--- config.mk ---
export PLATFORM = sky130hd
export DESIGN_NAME = wb_stage_flat
export DESIGN_NICKNAME = d
export VERILOG_FILES = /design/src/rtl/wb_if.sv /design/src/rtl/wb_stage.sv /design/src/flat_wrapper.sv
export SDC_FILE = /design/constraint.sdc
export NUM_CORES = 1
export LEC_CHECK = 0
export CAP_MARGIN = 20
export CORE_MARGIN = 4
export CORE_UTILIZATION = 58
export DETAILED_ROUTE_END_ITERATION = 10
export PLACE_DENSITY = 0.85
export SETUP_SLACK_MARGIN = 0.05
export SLEW_MARGIN = 20
export SYNTH_ARGS = -nofsm -noshare
export SYNTH_HDL_FRONTEND = slang
export SYNTH_SLANG_ARGS = --single-unit
--- constraint.sdc ---
create_clock -name clk -period 4.35 [get_ports clk]
set_clock_uncertainty 0.15 [all_clocks]
set_input_delay 0.87 -clock clk [delete_from_list [all_inputs] [get_ports clk]]
set_output_delay 0.87 -clock clk [all_outputs]
set_load 0.03 [all_outputs]
--- src/rtl/wb_if.sv ---
// Writeback-stage bus: port A/B result handshakes, regfile write port and,
// with WB_FWD_EN defined, the decode-side forwarding read ports.
interface wb_if;
    logic        a_valid;
    logic        a_ready;
    logic [4:0]  a_rd;
    logic [31:0] a_data;
    logic        b_valid;
    logic        b_ready;
    logic [4:0]  b_rd;
    logic [31:0] b_data;
    logic        wen;
    logic [4:0]  waddr;
    logic [31:0] wdata;
`ifdef WB_FWD_EN
    logic [4:0]  raddr1;
    logic [4:0]  raddr2;
    logic [31:0] rf_rdata1;
    logic [31:0] rf_rdata2;
    logic [31:0] rdata1;
    logic [31:0] rdata2;

    modport slave (
        input  a_valid, a_rd, a_data, b_valid, b_rd, b_data,
        input  raddr1, raddr2, rf_rdata1, rf_rdata2,
        output a_ready, b_ready, wen, waddr, wdata, rdata1, rdata2
    );
    modport master (
        output a_valid, a_rd, a_data, b_valid, b_rd, b_data,
        output raddr1, raddr2, rf_rdata1, rf_rdata2,
        input  a_ready, b_ready, wen, waddr, wdata, rdata1, rdata2
    );
`else
    modport slave (
        input  a_valid, a_rd, a_data, b_valid, b_rd, b_data,
        output a_ready, b_ready, wen, waddr, wdata
    );
    modport master (
        output a_valid, a_rd, a_data, b_valid, b_rd, b_data,
        input  a_ready, b_ready, wen, waddr, wdata
    );
`endif
endinterface

--- src/rtl/wb_stage.sv ---
// Writeback stage: merges ALU (port A) and buffered LSU/MDU (port B) results onto the
// regfile write port. Optional macro WB_FWD_EN adds same-cycle write-to-read forwarding.
// Handshake: a beat transfers on a cycle where valid && ready; ready never depends on valid.
module wb_stage #(
    parameter int DEPTH        = 4,
    parameter int STARVE_LIMIT = 3
) (
    input logic clk,
    input logic rst,
    wb_if.slave bus
);
    localparam int AW = $clog2(DEPTH);
    localparam int CW = AW + 1;
    localparam int SW = $clog2(STARVE_LIMIT + 1);

    typedef struct packed {
        logic [4:0]  rd;
        logic [31:0] data;
    } wb_entry_t;

    wb_entry_t       mem_q [DEPTH];
    wb_entry_t       mem_d [DEPTH];
    logic [AW-1:0]   wr_ptr_q, wr_ptr_d;
    logic [AW-1:0]   rd_ptr_q, rd_ptr_d;
    logic [CW-1:0]   count_q, count_d;
    logic [SW-1:0]   starve_cnt_q, starve_cnt_d;
    logic            wen_q, wen_d;
    logic [4:0]      waddr_q, waddr_d;
    logic [31:0]     wdata_q, wdata_d;

    logic            empty, full, starved, push, grant_a, grant_b;
    wb_entry_t       head;

    always_comb begin
        empty   = (count_q == '0);
        full    = (count_q == CW'(DEPTH));
        starved = (starve_cnt_q == SW'(STARVE_LIMIT)) && !empty;
        push    = bus.b_valid && !full;
        grant_a = !starved && bus.a_valid;
        grant_b = starved || (!bus.a_valid && !empty);
        head    = mem_q[rd_ptr_q];

        mem_d    = mem_q;
        wr_ptr_d = wr_ptr_q;
        rd_ptr_d = rd_ptr_q;
        if (push) begin
            mem_d[wr_ptr_q] = '{rd: bus.b_rd, data: bus.b_data};
            wr_ptr_d        = wr_ptr_q + 1'b1;
        end
        if (grant_b) begin
            rd_ptr_d = rd_ptr_q + 1'b1;
        end
        count_d = count_q + CW'(push) - CW'(grant_b);

        // Count only cycles where a waiting head lost arbitration.
        starve_cnt_d = starve_cnt_q;
        if (empty || grant_b) begin
            starve_cnt_d = '0;
        end else if (starve_cnt_q != SW'(STARVE_LIMIT)) begin
            starve_cnt_d = starve_cnt_q + 1'b1;
        end

        wen_d   = 1'b0;
        waddr_d = waddr_q;
        wdata_d = wdata_q;
        if (grant_a) begin
            wen_d   = (bus.a_rd != 5'd0);
            waddr_d = bus.a_rd;
            wdata_d = bus.a_data;
        end else if (grant_b) begin
            wen_d   = (head.rd != 5'd0);
            waddr_d = head.rd;
            wdata_d = head.data;
        end
    end

    always_ff @(posedge clk) begin
        if (rst) begin
            wr_ptr_q     <= '0;
            rd_ptr_q     <= '0;
            count_q      <= '0;
            starve_cnt_q <= '0;
            wen_q        <= 1'b0;
            waddr_q      <= 5'd0;
            wdata_q      <= 32'd0;
        end else begin
            wr_ptr_q     <= wr_ptr_d;
            rd_ptr_q     <= rd_ptr_d;
            count_q      <= count_d;
            starve_cnt_q <= starve_cnt_d;
            wen_q        <= wen_d;
            waddr_q      <= waddr_d;
            wdata_q      <= wdata_d;
        end
        mem_q <= mem_d;
    end

    assign bus.a_ready = !starved;
    assign bus.b_ready = !full;
    assign bus.wen     = wen_q;
    assign bus.waddr   = waddr_q;
    assign bus.wdata   = wdata_q;

`ifdef WB_FWD_EN
    // Regfile writes land at the clock edge, so a same-cycle read must see wdata.
    assign bus.rdata1 = (wen_q && waddr_q == bus.raddr1 && bus.raddr1 != 5'd0) ?
                        wdata_q : bus.rf_rdata1;
    assign bus.rdata2 = (wen_q && waddr_q == bus.raddr2 && bus.raddr2 != 5'd0) ?
                        wdata_q : bus.rf_rdata2;
`endif
endmodule

--- src/flat_wrapper.sv ---
// flat-port wrapper written by rule: the top's interface ports become plain ports
module wb_stage_flat 
#(
    parameter int DEPTH        = 4,
    parameter int STARVE_LIMIT = 3
)
  (clk, rst, bus_a_valid, bus_a_rd, bus_a_data, bus_b_valid, bus_b_rd, bus_b_data, bus_a_ready, bus_b_ready, bus_wen, bus_waddr, bus_wdata);
  wb_if bus_i ();
  input logic clk;
  input logic rst;
  input wire logic [$bits(bus_i.a_valid)-1:0] bus_a_valid;
  input wire logic [$bits(bus_i.a_rd)-1:0] bus_a_rd;
  input wire logic [$bits(bus_i.a_data)-1:0] bus_a_data;
  input wire logic [$bits(bus_i.b_valid)-1:0] bus_b_valid;
  input wire logic [$bits(bus_i.b_rd)-1:0] bus_b_rd;
  input wire logic [$bits(bus_i.b_data)-1:0] bus_b_data;
  output wire logic [$bits(bus_i.a_ready)-1:0] bus_a_ready;
  output wire logic [$bits(bus_i.b_ready)-1:0] bus_b_ready;
  output wire logic [$bits(bus_i.wen)-1:0] bus_wen;
  output wire logic [$bits(bus_i.waddr)-1:0] bus_waddr;
  output wire logic [$bits(bus_i.wdata)-1:0] bus_wdata;
  assign bus_i.a_valid = bus_a_valid;
  assign bus_i.a_rd = bus_a_rd;
  assign bus_i.a_data = bus_a_data;
  assign bus_i.b_valid = bus_b_valid;
  assign bus_i.b_rd = bus_b_rd;
  assign bus_i.b_data = bus_b_data;
  assign bus_a_ready = bus_i.a_ready;
  assign bus_b_ready = bus_i.b_ready;
  assign bus_wen = bus_i.wen;
  assign bus_waddr = bus_i.waddr;
  assign bus_wdata = bus_i.wdata;
  wb_stage #(.DEPTH(DEPTH), .STARVE_LIMIT(STARVE_LIMIT)) u_core (.clk(clk), .rst(rst), .bus(bus_i));
endmodule
=== Yosys cells after proc, flatten, opt, wreduce, memory -nomap -nowiden ===
Index checks and enable logic that the tools add are counted.

* Bits of input ports: 78
* Bits in registers: 195

* Add/subtract/negate cells: 5
* Equality and inequality tests: 3
* Mux-type cells: 12
* Bitwise operators: 2
* Reduce and logical (&&, ||, !) cells: 16
* Magnitude comparators: 3

{| class="wikitable"
|+ Operators with widths
! kind !! count
|-
| 148-bit bitwise mux || 1
|-
| 37-bit 2-to-1 mux || 3
|-
| 37-bit binary-select mux with 2-bit select || 1
|-
| 37-bit demux with 2-bit select || 1
|-
| 32-bit 2-to-1 mux || 2
|-
| 5-bit 2-to-1 mux || 2
|-
| 5-bit nonzero test || 2
|-
| 2-bit by 1-bit adder with 2-bit output (second input constant) || 3
|-
| 3-bit greater-or-equal comparator (second input constant) || 2
|-
| 2-bit inverter with 3-bit output || 2
|-
| 1-bit logical AND || 5
|-
| 1-bit logical NOT || 4
|-
| 3-bit by 1-bit adder with 3-bit output || 1
|-
| 3-bit equality test (second input constant) || 1
|-
| 3-bit logical NOT || 1
|-
| 3-bit by 1-bit < comparator with 1-bit output (second input constant) || 1
|-
| 3-bit by 1-bit subtractor with 3-bit output || 1
|-
| 2-bit equality test (second input constant) || 1
|-
| 1-bit logical OR || 2
|-
| 1-bit 2-to-1 mux || 2
|-
| 2-bit inequality test (second input constant) || 1
|-
| 2-bit nonzero test || 1
|-
| 2-bit OR reduction || 1
|}

=== Depth between registers and ports, before layout ===
* Depth in word-level cells: 7
* Mapped depth: 9

=== Worst setup path before layout ===
OpenSTA, ideal clock, no wires.

* Path type: input-to-reg
* From: input port bus_b_valid
* To: register u_core.mem_q[0] (netlist bit), enable pin
* Path slack: 1,589 ps
* Library setup time: 398 ps
* Stages: 2
* Arrival time: 2,213 ps
* Required time: 3,802 ps
* Cell sequence: a21boi_1 and2_1

* Word-level cells in the longest chain between the ends: 1

{| class="wikitable"
|+ Ends and longest elaborated chain
! item !! line !! RTL
|-
| from (decl) || flat_wrapper.sv:14 || <nowiki>input wire logic [$bits(bus_i.b_valid)-1:0] bus_b_valid;</nowiki>
|-
| 1-bit logical AND || wb_stage.sv:38 || <nowiki>push = bus.b_valid && !full;</nowiki>
|-
| to (signal assigned) || wb_stage.sv:95 || <nowiki>mem_q <= mem_d;</nowiki>
|-
| to (decl) || wb_stage.sv:21 || <nowiki>wb_entry_t mem_q [DEPTH];</nowiki>
|}

Every way passes these cells.
A chain may end at the register's enable or synchronous reset.

=== Worst setup path after layout ===
* From: register u_core.count_q[2]
* To: output port bus_a_ready

* Word-level cells in the longest chain between the ends: 4

{| class="wikitable"
|+ Ends and longest elaborated chain
! item !! line !! RTL
|-
| from (decl) || wb_stage.sv:25 || <nowiki>logic [CW-1:0] count_q, count_d;</nowiki>
|-
| from (signal assigned) || wb_stage.sv:89 || <nowiki>count_q <= count_d;</nowiki>
|-
| 3-bit logical NOT || wb_stage.sv:35 || <nowiki>empty = (count_q == '0);</nowiki>
|-
| 1-bit logical NOT || wb_stage.sv:37 || <nowiki>starved = (starve_cnt_q == SW'(STARVE_LIMIT)) && !empty;</nowiki>
|-
| 1-bit logical AND || wb_stage.sv:37 ||
|-
| 1-bit logical NOT || wb_stage.sv:98 || <nowiki>assign bus.a_ready = !starved;</nowiki>
|-
| to (decl) || flat_wrapper.sv:17 || <nowiki>output wire logic [$bits(bus_i.a_ready)-1:0] bus_a_ready;</nowiki>
|}

Every way passes these cells.

==> impl_metrics.py <==
metrics = {
    "outcome": {
        "outcome": "finished, final reports clean",
    },
    "grt": {
        "grt_pass1_wl_um": 25770,
        "grt_overflow_total": 0,
        "first_global_vias": 4778,
        "grt_usage_pct": 23.71,
        "grt_start_max_net_pins": 48,
        "antenna_found_initial": 0,
    },
    "synth": {
        "synth.mux.area_fraction_pct": 11.71,
        "yosys_warnings": 0,
        "synthTopCellsByArea": "edfxtp_1, dfxtp_1, mux4_2",
        "yosys.area.top_type": "edfxtp_1",
        "syn_area_per_cell_um2": 16.35,
        "yosys.area_share.simple_pct": 7.820,
        "synthArstFlopShare_pct": 0,
        "ys_seq_elements": 195,
        "synth_fa_ha_area_share_pct": 1.425,
        "synth_edf_count": 148,
        "synth_top_family_by_area": "multiplexers",
        "synth_nets": 548,
        "synth_top_area_share_pct": 58.85,
        "synth-main-ff-cell": "edfxtp_1",
        "synth_xor_area_share_pct": 0.5799,
        "synth_compound_area_share_pct": 4.788,
        "synth_cells": 462,
        "ys_types": 35,
        "synthTopCellsByCount": "edfxtp_1, dfxtp_1, nor2_1",
        "syn-cell-area_um2": 7552,
        "yosysMostFrequentCell": "edfxtp_1",
        "ys_seq_area_share_pct": 71.31,
    },
    "timing": {
        "final_max_slew_viol_count": 0,
        "finalCritPeriodShare_pct": 71.68,
        "hold-worst-slack_ns": 0.3468,
        "fmax_mhz": 320.7,
        "rsz0062_at_grt": "false",
        "min_period_ns": 3.118,
        "setup_slack_ns": 1.232,
        "hold_violations": 0,
        "report.final.setup_viol": 0,
        "setup_tns_ns": 0,
        "worst_pin_slew_ns": 1.045,
        "slew_headroom_pct": 30.30,
    },
    "floorplanning": {
        "io_pins": 118,
        "chipHeight_um": 122.1,
        "core_um2": 12670,
        "initial_core_util_pct": 59.60,
        "fp.dieW_um": 122.1,
        "rows": 41,
        "dieArea_um2": 14910,
    },
    "cts": {
        "cts.sinks": 195,
        "cts_tree": "done",
        "postCtsResizedCells": 0,
        "cts_buffer_depth": 2,
        "insertion_delay_ns": 0.43,
        "cts_buffers": 17,
        "clk_pin_slew_ns": 0.06,
        "post_cts_buffers": 0,
        "cts_hold_buf": 0,
        "h-tree-depth": 4,
        "cts_root_buffer": "clkbuf_16",
    },
    "drt": {
        "wire_per_inst_um": 22.30,
        "final_antenna_net_count": 0,
        "vias": 4503,
        "drt_wl_total_um": 16910,
        "first_pass_iters": 5,
        "drt-initial-drc-count": 415,
        "via_per_inst": 5.941,
        "drcViolationCount": 0,
    },
    "cells_and_area": {
        "antenna_cells": 0,
        "fin_cells": 758,
        "drive_above_1_share_pct": 13.82,
        "final_area_um2": 9455,
        "areaGrowthSynthToFinish_pct": 25.20,
        "nets": 659,
        "finish.utilization_pct": 74.62,
    },
    "flow_run": {
        "cap_violations": 0,
    },
    "power_and_ir_drop": {
        "peakVddDrop_mv": 0.3147,
        "comb_power_share_pct": 25.5,
        "power.internal_mw": 3.869,
        "clockPowerShare_pct": 28.8,
        "p_sw_mw": 1.577,
        "seqPwrFrac_pct": 45.7,
        "power_density_nw_per_um2": 576.0,
        "p_leak_nw": 3.194,
        "switching_share_pct": 28.95,
        "finalPower_mw": 5.446,
    },
    "place": {
        "placed_area_um2": 8851,
        "numPortBuffers": 117,
        "hpwl_um": 10290,
        "gp_congestion": 0.7775,
        "post-place-ws_ns": 1.057,
        "dp_cells": 725,
    },
    "worst_setup_path": {
        "worstSetupEndpointType": "primary output",
        "worstPathMaxFanout": 8,
        "r2r-end": "u_core.bus.waddr[4]$_SDFFE_PP0P_",
        "rr_worst_depth": 5,
        "required_ns": 3.33,
        "crit_type": "reg -> out",
        "critPathLaunchType": "flop",
        "endpoint": "bus_a_ready",
        "critPathArrivalTime_ns": 2.10,
        "critPathLaunch": "u_core.count_q[2]$_SDFF_PP0_",
        "reg2reg_setup_slack_ns": 1.59,
        "r2r-start": "u_core.rd_ptr_q[0]$_SDFFE_PP0P_",
    },
    "worst_hold_path": {
        "hp-class": "reg -> reg",
    },
}
sequential cells by signal, indices dropped and copies added (netlist names):
register             flops
u_core.wr_ptr_q          2
u_core.rd_ptr_q          2
u_core.bus.wen           1
u_core.count_q           3
u_core.bus.waddr         5
u_core.starve_cnt_q      2
u_core.bus.wdata        32
u_core.mem_q           148
worst min path at each step:
stage,cells after the start,start,end
after floorplan,1,u_core.starve_cnt_q[0]$_SDFFE_PP0P_,u_core.starve_cnt_q[0]$_SDFFE_PP0P_
after global placement,1,u_core.starve_cnt_q[0]$_SDFFE_PP0P_,u_core.starve_cnt_q[0]$_SDFFE_PP0P_
after detailed placement,1,u_core.starve_cnt_q[0]$_SDFFE_PP0P_,u_core.starve_cnt_q[0]$_SDFFE_PP0P_
after CTS,1,u_core.starve_cnt_q[0]$_SDFFE_PP0P_,u_core.starve_cnt_q[0]$_SDFFE_PP0P_
after global routing,1,u_core.starve_cnt_q[0]$_SDFFE_PP0P_,u_core.starve_cnt_q[0]$_SDFFE_PP0P_
final,2,u_core.bus.waddr[2]$_SDFFE_PP0P_,u_core.bus.waddr[2]$_SDFFE_PP0P_
layout make-up:
class | count | area (um2)
inverters | 6 | 22.52
multi-input cells | 227 | 2004
fillers | 767 | 3216
flip-flops and latches | 195 | 5388
clock buffers | 22 | 454.2
repair buffers | 126 | 1236
well taps | 172 | 215.2
clock inverters | 10 | 135.1
worst max-delay path, stage by stage (launching register included):
cell and delay (ns):
dfxtp_1 0.38, o31ai_4 0.51, clkdlybuf4s50_1 0.78
power groups by stage:
stage / clock (mW) / sequential [mW] / combinational, mW
finish: 1.57 / 2.49 / 1.39
global route: 1.65 / 2.52 / 1.49
detailed placement: 0 / 2.52 / 1.37
floorplan: 0 / 2.62 / 0.782
global placement: 0 / 2.50 / 1.33
CTS: 1.58 / 2.49 / 1.40
cells in the final DEF, fill, tap and decap left out, drive strengths merged, types with 4 or more instances in the layout:
master         netlist  final
xnor2                5      5
clkbuf              21     22
mux4                37     37
ha                   7      7
dfxtp               47     47
nand3               35     35
nand2               37     37
nor2                43     43
and2                 4      4
inv                  6      6
edfxtp             148    148
buf                 13     11
clkinvlp             0      4
a311oi              35     35
clkdlybuf4s50        0    115
cell families after synthesis:
kind of cell             count (synthesis)
AO/OA/AOI/OAI                           42
flip-flops                             195
multiplexers                            40
XOR/XNOR                                 5
adder cells (fa/ha/maj)                  8
AND/OR/NAND/NOR                        132
buffers and inverters                   40
metal layers:
| layer | track usage [%] | part of all wire, % | up-vias |
|---|---|---|---|
| met5 | 0 | 0 | - |
| li1 | - | - | 2036 |
| met1 | 28.11 | 38 | 2239 |
| met2 | 41.89 | 53 | 189 |
| met4 | 10.85 | 3.1 | 0 |
| met3 | 4.735 | 5.7 | 39 |
No activity file was read; power rests on OpenSTA's default activity.
